`src/rtl/mem_stage_lsu_pkg.sv`:
```
// mem_stage_lsu_pkg
// Shared definitions for the memory-access stage: funct3 access-size codes
// and the bus FSM state encoding.
package mem_stage_lsu_pkg;

    // funct3 access size / signedness codes
    localparam logic [2:0] LSU_B  = 3'd0;   // signed byte
    localparam logic [2:0] LSU_H  = 3'd1;   // signed half
    localparam logic [2:0] LSU_W  = 3'd2;   // word
    localparam logic [2:0] LSU_BU = 3'd4;   // unsigned byte
    localparam logic [2:0] LSU_HU = 3'd5;   // unsigned half

    // Bus FSM: IDLE waits for a legal access, REQ holds the bus until memAck
    typedef enum logic {
        LSU_IDLE = 1'b0,
        LSU_REQ  = 1'b1
    } lsuState_t;

endpackage

```
`src/rtl/mem_stage_lsu_align.sv`:
```
// lsu_align
// Purely combinational lane logic for the memory stage.
//   addrLow    in   2  effective address bits [1:0]
//   funct3     in   3  access size / sign code
//   storeData  in  32  raw store operand (rs2)
//   readData   in  32  word returned by the bus
//   byteEn     out  4  byte enables for the access
//   storeWord  out 32  store data replicated across lanes
//   loadData   out 32  selected and extended load value
//   misaligned out  1  half on odd address or word not 4-aligned
//   illegal    out  1  funct3 is not a defined size code
module lsu_align
    import mem_stage_lsu_pkg::*;
(
    input  logic [1:0]  addrLow,
    input  logic [2:0]  funct3,
    input  logic [31:0] storeData,
    input  logic [31:0] readData,
    output logic [3:0]  byteEn,
    output logic [31:0] storeWord,
    output logic [31:0] loadData,
    output logic        misaligned,
    output logic        illegal
);

    logic        isByte;
    logic        isHalf;
    logic        isWord;
    logic [31:0] shifted;

    always_comb begin
        isByte     = (funct3 == LSU_B) || (funct3 == LSU_BU);
        isHalf     = (funct3 == LSU_H) || (funct3 == LSU_HU);
        isWord     = (funct3 == LSU_W);
        illegal    = !(isByte || isHalf || isWord);
        misaligned = (isHalf && addrLow[0]) || (isWord && (addrLow != 2'b00));
    end

    // Per-lane enable and store data: bytes replicate into every lane, halves
    // into both half-words, so the bus only needs byte enables to pick lanes.
    genvar gi;
    generate
        for (gi = 0; gi < 4; gi++) begin : g_lane
            assign byteEn[gi] = isWord
                              || (isHalf && (addrLow[1] == 1'(gi / 2)))
                              || (isByte && (addrLow == 2'(gi)));
            assign storeWord[8*gi +: 8] = isWord ? storeData[8*gi +: 8]
                                        : isHalf ? storeData[8*(gi % 2) +: 8]
                                        : storeData[7:0];
        end
    endgenerate

    // Bring the addressed byte/half down to bit 0; words are always aligned
    // here (a misaligned word never reaches the bus), so the shift is zero.
    assign shifted = readData >> {addrLow, 3'b000};

    always_comb begin
        case (funct3)
            LSU_B:   loadData = {{24{shifted[7]}}, shifted[7:0]};
            LSU_BU:  loadData = {24'd0, shifted[7:0]};
            LSU_H:   loadData = {{16{shifted[15]}}, shifted[15:0]};
            LSU_HU:  loadData = {16'd0, shifted[15:0]};
            LSU_W:   loadData = shifted;
            default: loadData = 32'd0;
        endcase
    end

endmodule

```
`src/rtl/mem_stage_lsu.sv`:
```
// mem_stage_lsu
// Memory-access stage between EX/MEM and MEM/WB. Turns load/store micro-ops
// into a registered req/ack bus transaction, stalls the front of the pipe
// while the access is outstanding and presents the MEM/WB write bundle.
//   clk, rst                 clock, asynchronous active-high reset
//   ex*                      EX/MEM register contents (held while stall = 1)
//   wbALUOutput/wbWriteDir/wbMemToReg   pass-through to MEM/WB
//   wbDataOutput             formatted load data (valid in the ack cycle)
//   wbRegWrite               register write, suppressed on faults
//   stall                    freeze upstream stages; MEM/WB en = !stall
//   memFault                 one-cycle pulse: misaligned, illegal, timeout
//   memReq/memWe/memAddr/memWdata/memBe   registered bus request
//   memAck, memRdata         bus completion and read data
module mem_stage_lsu
    import mem_stage_lsu_pkg::*;
#(
    parameter int TIMEOUT_CYCLES = 255,
    parameter int CNT_W          = 16
) (
    input  logic        clk,
    input  logic        rst,
    input  logic        exValid,
    input  logic [31:0] exALUOutput,
    input  logic [31:0] exStoreData,
    input  logic        exMemRead,
    input  logic        exMemWrite,
    input  logic [2:0]  exFunct3,
    input  logic [4:0]  exWriteDir,
    input  logic        exRegWrite,
    input  logic        exMemToReg,
    output logic [31:0] wbALUOutput,
    output logic [31:0] wbDataOutput,
    output logic [4:0]  wbWriteDir,
    output logic        wbRegWrite,
    output logic        wbMemToReg,
    output logic        stall,
    output logic        memFault,
    output logic        memReq,
    output logic        memWe,
    output logic [31:0] memAddr,
    output logic [31:0] memWdata,
    output logic [3:0]  memBe,
    input  logic        memAck,
    input  logic [31:0] memRdata
);

    localparam bit              TIMEOUT_EN   = (TIMEOUT_CYCLES != 0);
    // Counter value seen in the REQ cycle that exhausts the budget
    localparam logic [CNT_W-1:0] TIMEOUT_LAST =
        CNT_W'((TIMEOUT_CYCLES == 0) ? 0 : TIMEOUT_CYCLES - 1);

    lsuState_t        stateReg;
    logic [CNT_W-1:0] cntReg;

    logic        access;
    logic        inReq;
    logic        alignFault;
    logic        idleFault;
    logic        startReq;
    logic        ackHit;
    logic        timeoutHit;
    logic [3:0]  alignBe;
    logic [31:0] alignWdata;
    logic [31:0] alignLoad;
    logic        alignMisaligned;
    logic        alignIllegal;

    lsu_align u_align (
        .addrLow    (exALUOutput[1:0]),
        .funct3     (exFunct3),
        .storeData  (exStoreData),
        .readData   (memRdata),
        .byteEn     (alignBe),
        .storeWord  (alignWdata),
        .loadData   (alignLoad),
        .misaligned (alignMisaligned),
        .illegal    (alignIllegal)
    );

    assign access     = exValid && (exMemRead || exMemWrite);
    assign inReq      = (stateReg == LSU_REQ);
    assign alignFault = alignMisaligned || alignIllegal;
    assign idleFault  = !inReq && access && alignFault;
    assign startReq   = !inReq && access && !alignFault;
    assign ackHit     = inReq && memAck;
    assign timeoutHit = TIMEOUT_EN && inReq && !memAck && (cntReg == TIMEOUT_LAST);

    assign wbALUOutput = exALUOutput;
    assign wbWriteDir  = exWriteDir;
    assign wbMemToReg  = exMemToReg;

    always_comb begin
        stall        = startReq || (inReq && !memAck && !timeoutHit);
        // Gated by rst so the fault line is quiet while reset is held even
        // if EX/MEM happens to present a bad access.
        memFault     = (idleFault || timeoutHit) && !rst;
        wbRegWrite   = exRegWrite && exValid && !(idleFault || timeoutHit);
        // memWe still holds the in-flight access type during the ack cycle
        wbDataOutput = (ackHit && !memWe) ? alignLoad : 32'd0;
    end

    always_ff @(posedge clk or posedge rst) begin
        if (rst) begin
            stateReg <= LSU_IDLE;
            memReq   <= 1'b0;
            memWe    <= 1'b0;
            memBe    <= 4'd0;
            memAddr  <= 32'd0;
            memWdata <= 32'd0;
            cntReg   <= '0;
        end else begin
            case (stateReg)
                LSU_IDLE: begin
                    if (startReq) begin
                        memAddr  <= {exALUOutput[31:2], 2'b00};
                        memBe    <= alignBe;
                        memWdata <= alignWdata;
                        memWe    <= exMemWrite;
                        memReq   <= 1'b1;
                        cntReg   <= '0;
                        stateReg <= LSU_REQ;
                    end
                end
                LSU_REQ: begin
                    if (memAck || timeoutHit) begin
                        memReq   <= 1'b0;
                        memWe    <= 1'b0;
                        cntReg   <= '0;
                        stateReg <= LSU_IDLE;
                    end else if (cntReg != '1) begin
                        // Saturate so a disabled watchdog never wraps
                        cntReg <= cntReg + 1'b1;
                    end
                end
                default: stateReg <= LSU_IDLE;
            endcase
        end
    end

endmodule

```
`config.mk`:
```
export PLATFORM = sky130hd
export DESIGN_NAME = mem_stage_lsu
export DESIGN_NICKNAME = d
export VERILOG_FILES = /design/src/rtl/mem_stage_lsu_pkg.sv /design/src/rtl/mem_stage_lsu_align.sv /design/src/rtl/mem_stage_lsu.sv
export SDC_FILE = /design/constraint.sdc
export NUM_CORES = 1
export LEC_CHECK = 0
export ABC_AREA = 1
export CAP_MARGIN = 25
export CELL_PAD_IN_SITES_DETAIL_PLACEMENT = 0
export CELL_PAD_IN_SITES_GLOBAL_PLACEMENT = 2
export CORE_ASPECT_RATIO = 1.25
export CORE_MARGIN = 2
export CORE_UTILIZATION = 23
export CTS_CLUSTER_DIAMETER = 60
export DETAILED_ROUTE_END_ITERATION = 8
export GPL_TIMING_DRIVEN = 0
export PLACE_DENSITY = 0.85
export SKIP_LAST_GASP = 1
export SLEW_MARGIN = 5
export SYNTH_ARGS = -nofsm -noshare
export SYNTH_HDL_FRONTEND = slang
export SYNTH_HIERARCHICAL = 1
export SYNTH_SLANG_ARGS = --single-unit
```
`constraint.sdc`:
```
create_clock -name clk -period 3.1 [get_ports clk]
set_input_delay 0.62 -clock clk [delete_from_list [all_inputs] [get_ports clk]]
set_output_delay 0.62 -clock clk [all_outputs]
set_load 0.02 [all_outputs]
```
## After elaboration in Yosys (flattened, before gate mapping)

Cells that the tools add are included.
Widths: inputs -> output; s select.

- Register bits after elaboration: 85
- Output and inout bits: 143
- Word-level logic and storage cells: 91

- Add/sub/neg operators: 1
- Eq/ne operators: 12
- Shifts and indexed selects: 1
- Muxes and demuxes: 18
- Bitwise gates (word level): 2
- Reductions and logical operators: 50

Operators by type and width:

| kind | number |
|---|---|
| $pmux 32 s5 | 1 |
| $mux 16 | 3 |
| $mux 32 | 1 |
| $mux 8 | 4 |
| $pmux 16 s2 | 1 |
| $shr 32x5->32 | 1 |
| $logic_and 1x1->1 | 20 |
| $add 16x1->16 const B | 1 |
| $eq 16x8->1 const B | 1 |
| $logic_or 1x1->1 | 16 |
| $ne 16x16->1 const B | 1 |
| $logic_not 1->1 | 8 |
| $eq 3x3->1 const B | 2 |
| $pmux 1 s2 | 3 |
| $reduce_and 2->1 | 3 |
| $mux 1 | 5 |
| $eq 2x2->1 const B | 2 |
| $eq 3x1->1 const B | 1 |
| $eq 3x2->1 const B | 1 |
| $logic_not 3->1 | 1 |
| $ne 3x1->1 const B | 1 |
| $eq 2x1->1 const B | 1 |
| $logic_not 2->1 | 1 |
| $ne 2x1->1 const B | 1 |
| other kinds (3) | 4 |

## Depth between registers and ports, before layout

Gate-level depths: netlist of run 1.

- Depth in word-level cells: 10
- Mapped depth: 13

## By module

Netlist of run 1, hierarchy kept.

Modules (own cells, without submodules):

| module | instances | cells each | area an instance (um^2) |
|---|---|---|---|
| mem_stage_lsu | 1 | 453 | 4420.5 |
| lsu_align | 1 | 273 | 1286.2 |

## Worst setup path before layout of run 1

OpenSTA, ideal clock, no wires.

- Path kind: input-to-output
- Start point: input exALUOutput[0]
- End point: output stall
- Arrival: 1892 ps
- Required time: 2480 ps
- Setup slack: 588 ps
- Stages: 8
- Path buffers: 3
- Path through: buf_4 nor2_4 buf_2 a21oi_1 nor2_1 nand4_4 buf_4 nand2_1

- Word-level cells in the longest chain between the ends: 7

RTL lines:

| item | line | source |
|---|---|---|
| from (decl) | mem_stage_lsu.sv:23 | `input logic [31:0] exALUOutput,` |
| $reduce_bool 2->1 | mem_stage_lsu_align.sv:36 | `misaligned = (isHalf && addrLow[0]) \|\| (isWord && (addrLow != 2'b00));` |
| $logic_and 1x1->1 | mem_stage_lsu_align.sv:36 |  |
| $logic_or 1x1->1 (*) | mem_stage_lsu_align.sv:36 |  |
| named net alignMisaligned | mem_stage_lsu.sv:65 | `logic alignMisaligned;` |
| $logic_or 1x1->1 (*) | mem_stage_lsu.sv:82 | `assign alignFault = alignMisaligned \|\| alignIllegal;` |
| $logic_not 1->1 (*) | mem_stage_lsu.sv:84 | `assign startReq = !inReq && access && !alignFault;` |
| $logic_and 1x1->1 (*) | mem_stage_lsu.sv:84 |  |
| $logic_or 1x1->1 (*) | mem_stage_lsu.sv:93 | `stall = startReq \|\| (inReq && !memAck && !timeoutHit);` |
| to (decl) | mem_stage_lsu.sv:36 | `output logic stall,` |

Mark *: on every way through the listed nets, which the timed path passes. The rest lies on a longest branch.

## Worst setup path in the final report of run 1

- Start point: input exFunct3[1]
- End point: output stall

RTL lines:

| item | line | source |
|---|---|---|
| from (decl) | mem_stage_lsu.sv:27 | `input logic [2:0] exFunct3,` |
| $eq 3x1->1 or $eq 3x3->1 (tied branches) | mem_stage_lsu_align.sv:33 | `isHalf = (funct3 == LSU_H) \|\| (funct3 == LSU_HU);` |
| $logic_or 1x1->1 | mem_stage_lsu_align.sv:33 |  |
| $logic_and 1x1->1 | mem_stage_lsu_align.sv:36 |  |
| $logic_or 1x1->1 (*) | mem_stage_lsu_align.sv:36 |  |
| named net alignMisaligned | mem_stage_lsu.sv:65 |  |
| $logic_or 1x1->1 (*) | mem_stage_lsu.sv:82 |  |
| $logic_not 1->1 (*) | mem_stage_lsu.sv:84 |  |
| $logic_and 1x1->1 (*) | mem_stage_lsu.sv:84 |  |
| $logic_or 1x1->1 (*) | mem_stage_lsu.sv:93 |  |

Marks and branches as above.

==> metrics, run 1 <==
number of buffers inserted by port buffering=between 200 and 250; final worst-path setup slack=0.008370 ns; First DRT Iteration DRCs=about 200; Worst-path clk slew=approximately 0.06 ns; number of max-cap violations=0; final-report max-slew violation count=0; cell area after technology mapping=0.005707 mm²; highest clock frequency the design can meet=between 0.3 and 0.4 GHz; largest fanout on the critical path=17; power density over cell area=around 500 mW/mm²; share of the clock period used by the worst path after layout=99.73%; Leakage Power=4.034 nW; drt first pass iters=4; number of buffers and inverters on the critical path=5; initial antenna violation count=0; Net count, final=around 1,100; clock tree from TritonCTS=built; reg2reg path depth=9; Reg power frac=33.6%; ant diodes=0; count of endpoints failing hold in the final timing report=0; post-route insts no fill=1,325; Inst Count DP=approximately 1,300; cell depth of the worst setup path=11; average wire per standard cell=15.48 µm; Core Rows=64; Die H=180.1 µm; Post-Place Setup Slack=-0.9545 ns; endpoint arrival time on the critical path=2.47 ns; total number of vias=~5,600; leading register cell type out of synthesis=sky130_fd_sc_hd__dfrtp_1; data required time at the worst endpoint=2.48 ns; vias in the first global route=~5,600; Post-Route Utilization=36.61%; number of H-tree levels=3; result of the run=finished clean; min Tclk post-route=slightly above 3 ns; maximum VDD drop=~280 µV; share of final-layout standard cells stronger than drive strength 1=23.42%; fraction of the yosys area taken by sequential cells=37.27%; post-placement cell area=~0.0086 mm²; DRC errors left=0; kind of cell adding the most delay to the critical path=buffers and inverters; RSZ-0062 raised after global routing=yes; startpoint class of the critical path=input port; Least-Margin Pin Slew=0.5772 ns; Slew HR=between 60 and 70%; Die Footprint=0.02610 mm²; number of enable flip-flop cells after synthesis=0; switching component of the power=1.557 mW; fraction of power consumed by the clock network=between 20% and 30%; overall routed net length=around 21,000 µm; synthesized area per cell=just under 8 µm²; global-route wire length before repair=31,170 µm; switching power as a share of total power=34.88%; number of buffers created by CTS=9; cell depth of the worst hold path=2; total gr overflow=0; top-level port count=255; Hold/Removal Path Class=flop to flop; sinks on the clock net=85; synthesis warning total=6; Final setup viols=0; die width=144.9 µm; synthesis-stage register bit count=85; library cell appearing most often on the critical path=sky130_fd_sc_hd__nand2_1; Post-DRT Antenna Nets=0; initial core utilization=23.37%; internal power component=a little under 3 mW; post-route cell area=approximately 0.009 mm²; post-synthesis async set-or-reset flop share=100.0%; Layout Skew=0.009545 ns; path type of the worst setup path=input port to primary output; gate count after technology mapping=roughly 730; Synth-to-Final Area Change=56.68%; GP Congestion=roughly 0.82; share of total power in combinational logic=between 40 and 50%; cell with the biggest individual delay on the critical path=sky130_fd_sc_hd__clkdlybuf4s50_1; Tot GR Track Use=15.48%; maximum buffer depth of the clock tree=2; Max stage delay on crit path=0.45 ns; chain of cells forming the critical path=clkdlybuf4s50_1 -> inv_2 -> nand2_2 -> inv_8 -> nand2_1 -> a21oi_2 -> nor2_1 -> nand4_4 -> buf_4 -> nand2_1 -> clkbuf_2; placed wire-length estimate after detailed placement=~16,000 µm; largest net degree at the start of global routing=between 50 and 60; critical path capture point type=primary output; worst hold slack after final layout=0.4753 ns; CORE AREA=0.02442 mm²; number of unique standard cell types used by synthesis=31; master cell of the clock root buffer=sky130_fd_sc_hd__clkbuf_16; number of vias per cell=4.226; source-to-sink clock delay at the later pin of the worst-skew pair=0.34 ns
-- kinds of logic (layout without fill, tap and decap cells) --
family,Yosys count,in the layout,synth area share (%)
multiplexers,66,66,13.02
AO/OA/AOI/OAI,46,46,4.977
buffers and inverters,147,415,14.30
adder cells (fa/ha/maj),2,2,0.4384
XOR/XNOR,4,4,0.6138
other,1,2,0.06571
AND/OR/NAND/NOR,375,375,29.31
flip-flops,85,85,37.27
-- state kept, by name, indices dropped and copies added, names as in the netlist --
signal and count:
cntReg 16, inReq 1, memAddr 30, memBe 4, memReq 1, memWdata 32, memWe 1
-- layer usage --
layer  part of all wire (%)  routed length, µm  track usage, %  vias to the layer above
met5                      0                  0               0                        -
met4                    2.9                596           5.437                        0
met3                    5.4               1104           2.657                       28
met2                     53              10800           28.83                      179
met1                     39               8012           17.35                     2580
li1                       -                  -               -                     2813
-- cell type report --
class                      count  area, µm²
timing repair buffer         253       2449
multi-input combinational    495       2809
tap                          330      412.9
clock inverter                 6      53.80
buffer                        76      573.1
inverter                      70      277.8
fill                        2599      15480
clock buffer                  10      239.0
sequential                    85       2127
-- worst paths after layout --
path / startpoint / slack (ns) / end
max in group asynchronous: rst / 1.79 / memWdata[5]
max: exFunct3[1] / 0.008 / stall
min: memReq / 0.48 / memReq
min in group asynchronous: rst / 0.67 / memAddr[28]
min reg2reg: memReq / 0.48 / memReq
max reg2reg: cntReg[0] / 1.32 / cntReg[2]
-- power by group through the flow --
stage | Sequential [mW] | Combinational, mW | Clock, mW
floorplan | 1.85 | 0.599 | 0
global placement | 1.51 | 1.89 | 0
detailed placement | 1.52 | 1.90 | 0
CTS | 1.50 | 1.91 | 1.13
global route | 1.54 | 2.00 | 1.17
finish | 1.50 | 1.88 | 1.09
-- repair_timing --
action,CTS,global route
hold buffers,0,0
hold endpoints to repair,0,0
setup endpoints to repair,35,34
gates cloned,0,1
setup buffers,3,2
pin swaps,3,2
resized for setup,82,43
-- Yosys cell counts, types with 2 or more instances --
library cell,number,area share (%)
sky130_fd_sc_hd__nand2_2,7,0.77
sky130_fd_sc_hd__nand2_1,189,12
sky130_fd_sc_hd__o21ai_1,8,0.70
sky130_fd_sc_hd__nand2_4,6,1.2
sky130_fd_sc_hd__dfrtp_1,85,37
sky130_fd_sc_hd__inv_2,9,0.59
sky130_fd_sc_hd__clkbuf_1,7,0.46
sky130_fd_sc_hd__inv_1,60,3.9
sky130_fd_sc_hd__nor2_1,70,4.6
sky130_fd_sc_hd__buf_6,6,1.2
sky130_fd_sc_hd__a31oi_1,7,0.77
sky130_fd_sc_hd__nand4_1,5,0.55
sky130_fd_sc_hd__nor2_2,5,0.55
sky130_fd_sc_hd__ha_1,2,0.44
sky130_fd_sc_hd__mux2_2,66,13
sky130_fd_sc_hd__o31ai_1,4,0.53
sky130_fd_sc_hd__o21a_1,8,1.1
sky130_fd_sc_hd__o21ai_0,10,0.88
sky130_fd_sc_hd__o21ai_2,4,0.61
sky130_fd_sc_hd__buf_4,54,7.1
sky130_fd_sc_hd__buf_2,9,0.79
sky130_fd_sc_hd__nand3_2,3,0.53
sky130_fd_sc_hd__nand3_1,84,7.4
sky130_fd_sc_hd__a21oi_1,5,0.44
sky130_fd_sc_hd__xor2_1,4,0.61
sky130_fd_sc_hd__nor2_4,4,0.79
-- worst register-to-register path, stage by stage, from the launching register on --
cell and delay, ns:
sky130_fd_sc_hd__dfrtp_1 0.42, sky130_fd_sc_hd__inv_1 0.11, sky130_fd_sc_hd__ha_1 0.16, sky130_fd_sc_hd__nand3_1 0.09
sky130_fd_sc_hd__nor2_2 0.16, sky130_fd_sc_hd__nand3_1 0.19, sky130_fd_sc_hd__nand2_1 0.31, sky130_fd_sc_hd__inv_1 0.10
sky130_fd_sc_hd__nand3_1 0.09, sky130_fd_sc_hd__o21ai_2 0.05
-- metrics by stage --
step                      TNS, ns  power [mW]
after global placement    -149.83       3.398
final                           0       4.463
after global routing      -0.2047       4.702
after detailed placement   -28.53       3.421
after floorplan                 0       2.451
after CTS                 -0.8005       4.536
-- placed cells by master, fill, tap and decap left out, drive strengths merged, types with 5 or more instances in the layout --
cell type        n
clkdlybuf4s50  208
nand2          202
nand3           87
dfrtp           85
nor2            79
buf             79
inv             72
mux2            66
clkbuf          33
o21ai           22
clkdlybuf4s15   12
o21a             8
a31oi            7
nand4            6
a21oi            5
Power figures use the tool's default switching activity.
==> run 2: changes to the inputs <==
- PLACE_DENSITY: 0.85 -> 0.94
==> run 2 against run 1 <==
Maximum frequency increased by 2.2%. Die area unchanged. Clock power barely moved. Power up 0.43%. Non-clock buffer count unchanged. Largest cell class unchanged.
==> metrics, run 2 (synthesized netlist as in run 1, its figures left out) <==
result of the run=finished clean; number of H-tree levels=3; global-route wire length before repair=31,160 µm; initial antenna violation count=2; critical path capture point type=primary output; Post-DRT Antenna Nets=0; number of buffers inserted by port buffering=246; met1 layer usage reported by global route=18.09%; Core Rows=64; total number of vias=5,591; DRC errors left=0; master cell of the clock root buffer=sky130_fd_sc_hd__clkbuf_16; count of hold buffers inserted by post-cts repair=0; footprint of the multi-input gates=0.002826 mm²; number of max-cap violations=0; GP Congestion=0.8145; leading registers by flop count=memWdata x32, memAddr x30, cntReg x16; total gr overflow=0; worst reg2reg setup slack=1.30 ns; terminating pin of the worst hold path=memWdata[15]; endpoint arrival time on the critical path=2.40 ns; path type of the worst setup path=input port to primary output; sinks on the clock net=85; final-report max-slew violation count=0; worst r2r src=inReq; Worst-path clk slew=0.06 ns; met3 routing resource usage after global routing=3.534%; Post-Place Setup Slack=-0.9969 ns; data required time at the worst endpoint=2.48 ns; Die Footprint=0.02610 mm²; min Tclk post-route=3.024 ns; area of all sequential standard cells=approximately 0.0021 mm²; count of endpoints failing hold in the final timing report=0; share of the clock period used by the worst path after layout=97.55%; endpoint of the most critical register-to-register path=memWdata[14]; Layout Skew=0.006396 ns; number of flip-flops under the largest register name=32; highest clock frequency the design can meet=0.3307 GHz; average wire per standard cell=15.04 µm; Slew HR=60.14%; Die H=~180 µm; startpoint class of the critical path=input port; Tot GR Track Use=15.59%; Net count, final=1,104; final worst-path setup slack=~0.076 ns; most frequent standard cell in the layout excluding fill and tap cells=sky130_fd_sc_hd__clkdlybuf4s50_1; First DRT Iteration DRCs=233; number of vias per cell=4.216; reg2reg path depth=7; post-route insts no fill=1,326; CORE AREA=around 0.024 mm²; die width=144.9 µm; Final Total Pwr=4.482 mW; Most Crowded Layer GR=met2; share of final-layout standard cells stronger than drive strength 1=a little under a quarter; cell depth of the worst hold path=1; vias in the first global route=5,649; top library cells by usage in the layout, fill and taps aside=sky130_fd_sc_hd__clkdlybuf4s50_1 (207), sky130_fd_sc_hd__nand2_1 (188), sky130_fd_sc_hd__dfrtp_1 (85), sky130_fd_sc_hd__nand3_1 (83); source-to-sink clock delay at the later pin of the worst-skew pair=0.35 ns; overall routed net length=approximately 20,000 µm; Inst Count DP=1,304; Leakage Power=just over 4 nW; maximum buffer depth of the clock tree=2; Least-Margin Pin Slew=between 0.5 and 0.6 ns; clock tree from TritonCTS=built; Post-Route Utilization=36.65%; initial core utilization=23.37%; largest fanout on the critical path=10; FILL cells=2,579; drt first pass iters=5; Hold/Removal Path Class=flop to flop; grt met2 use=27.51%; power density over cell area=500.7 mW/mm²; number of buffers created by CTS=9; register with the most flip-flops=memWdata; placed wire-length estimate after detailed placement=15,960 µm; Synth-to-Final Area Change=56.85%; worst hold path startpoint=memWdata[15]; top-level port count=255; Final setup viols=0; largest net degree at the start of global routing=53; maximum VDD drop=222.0 µV; worst hold slack after final layout=0.5031 ns; crit path launch=exFunct3[1]
[run 2: worst max-delay path by stage]
stage / slack [ns] / cells after the start / to
6_report: 0.08 / 9 / wbDataOutput[11]
5_1_grt: -0.002 / 10 / wbDataOutput[19]
4_1_cts: -0.22 / 8 / wbDataOutput[14]
3_5_place_dp: -1.0 / 10 / stall
3_3_place_gp: -1.46 / 2 / memAddr[6]
2_1_floorplan: 0.29 / 1 / cntReg[0]
[run 2: layer usage]
metal  wire, µm  vias up
met5          0        -
met4        561        0
met3       1263       23
met2      10380      175
met1       7743     2566
li1           -     2827
[run 2: cell type report]
cell class / instances / area share (%)
diodes: 2 / 0.05591
plain buffers: 75 / 6.332
clock buffers: 9 / 2.516
clock inverters: 6 / 0.7968
inverters: 70 / 3.103
multi-input cells: 495 / 31.58
flip-flops and latches: 85 / 23.76
well taps: 330 / 4.613
repair buffers: 254 / 27.24
[run 2: repair_timing]
action | in CTS | in global routing
buffers inserted | 1 | 6
pin swaps | 1 | 3
setup endpoints to repair | 35 | 34
resized for setup | 91 | 54
[run 2: metrics by stage]
| stage | area (µm²) | TNS, ns |
|---|---|---|
| 2_1_floorplan | 5710 | 0 |
| 3_3_place_gp | 8586 | -152.64 |
| 3_5_place_dp | 8616 | -30.50 |
| 4_1_cts | 8970 | -0.5828 |
| 5_1_grt | 8949 | -0.002204 |
| 6_report | 8951 | 0 |
[run 2: power breakdown]
group          internal, mW  switching [mW]  total (mW)  leakage, nW
logic                 0.953           0.922        1.88         2.86
clock network         0.627           0.476        1.10        0.139
registers              1.38           0.128        1.50         1.05
total                  2.96            1.53        4.48         4.05
[run 2: critical path: stages]
cell                              delay [ns]
sky130_fd_sc_hd__clkdlybuf4s50_1        0.52
sky130_fd_sc_hd__inv_2                  0.10
sky130_fd_sc_hd__nor3_4                 0.29
sky130_fd_sc_hd__buf_4                  0.24
sky130_fd_sc_hd__o21ai_1                0.07
sky130_fd_sc_hd__nand3_1                0.08
sky130_fd_sc_hd__inv_1                  0.05
sky130_fd_sc_hd__nor2_1                 0.09
sky130_fd_sc_hd__dlygate4sd2_1          0.35
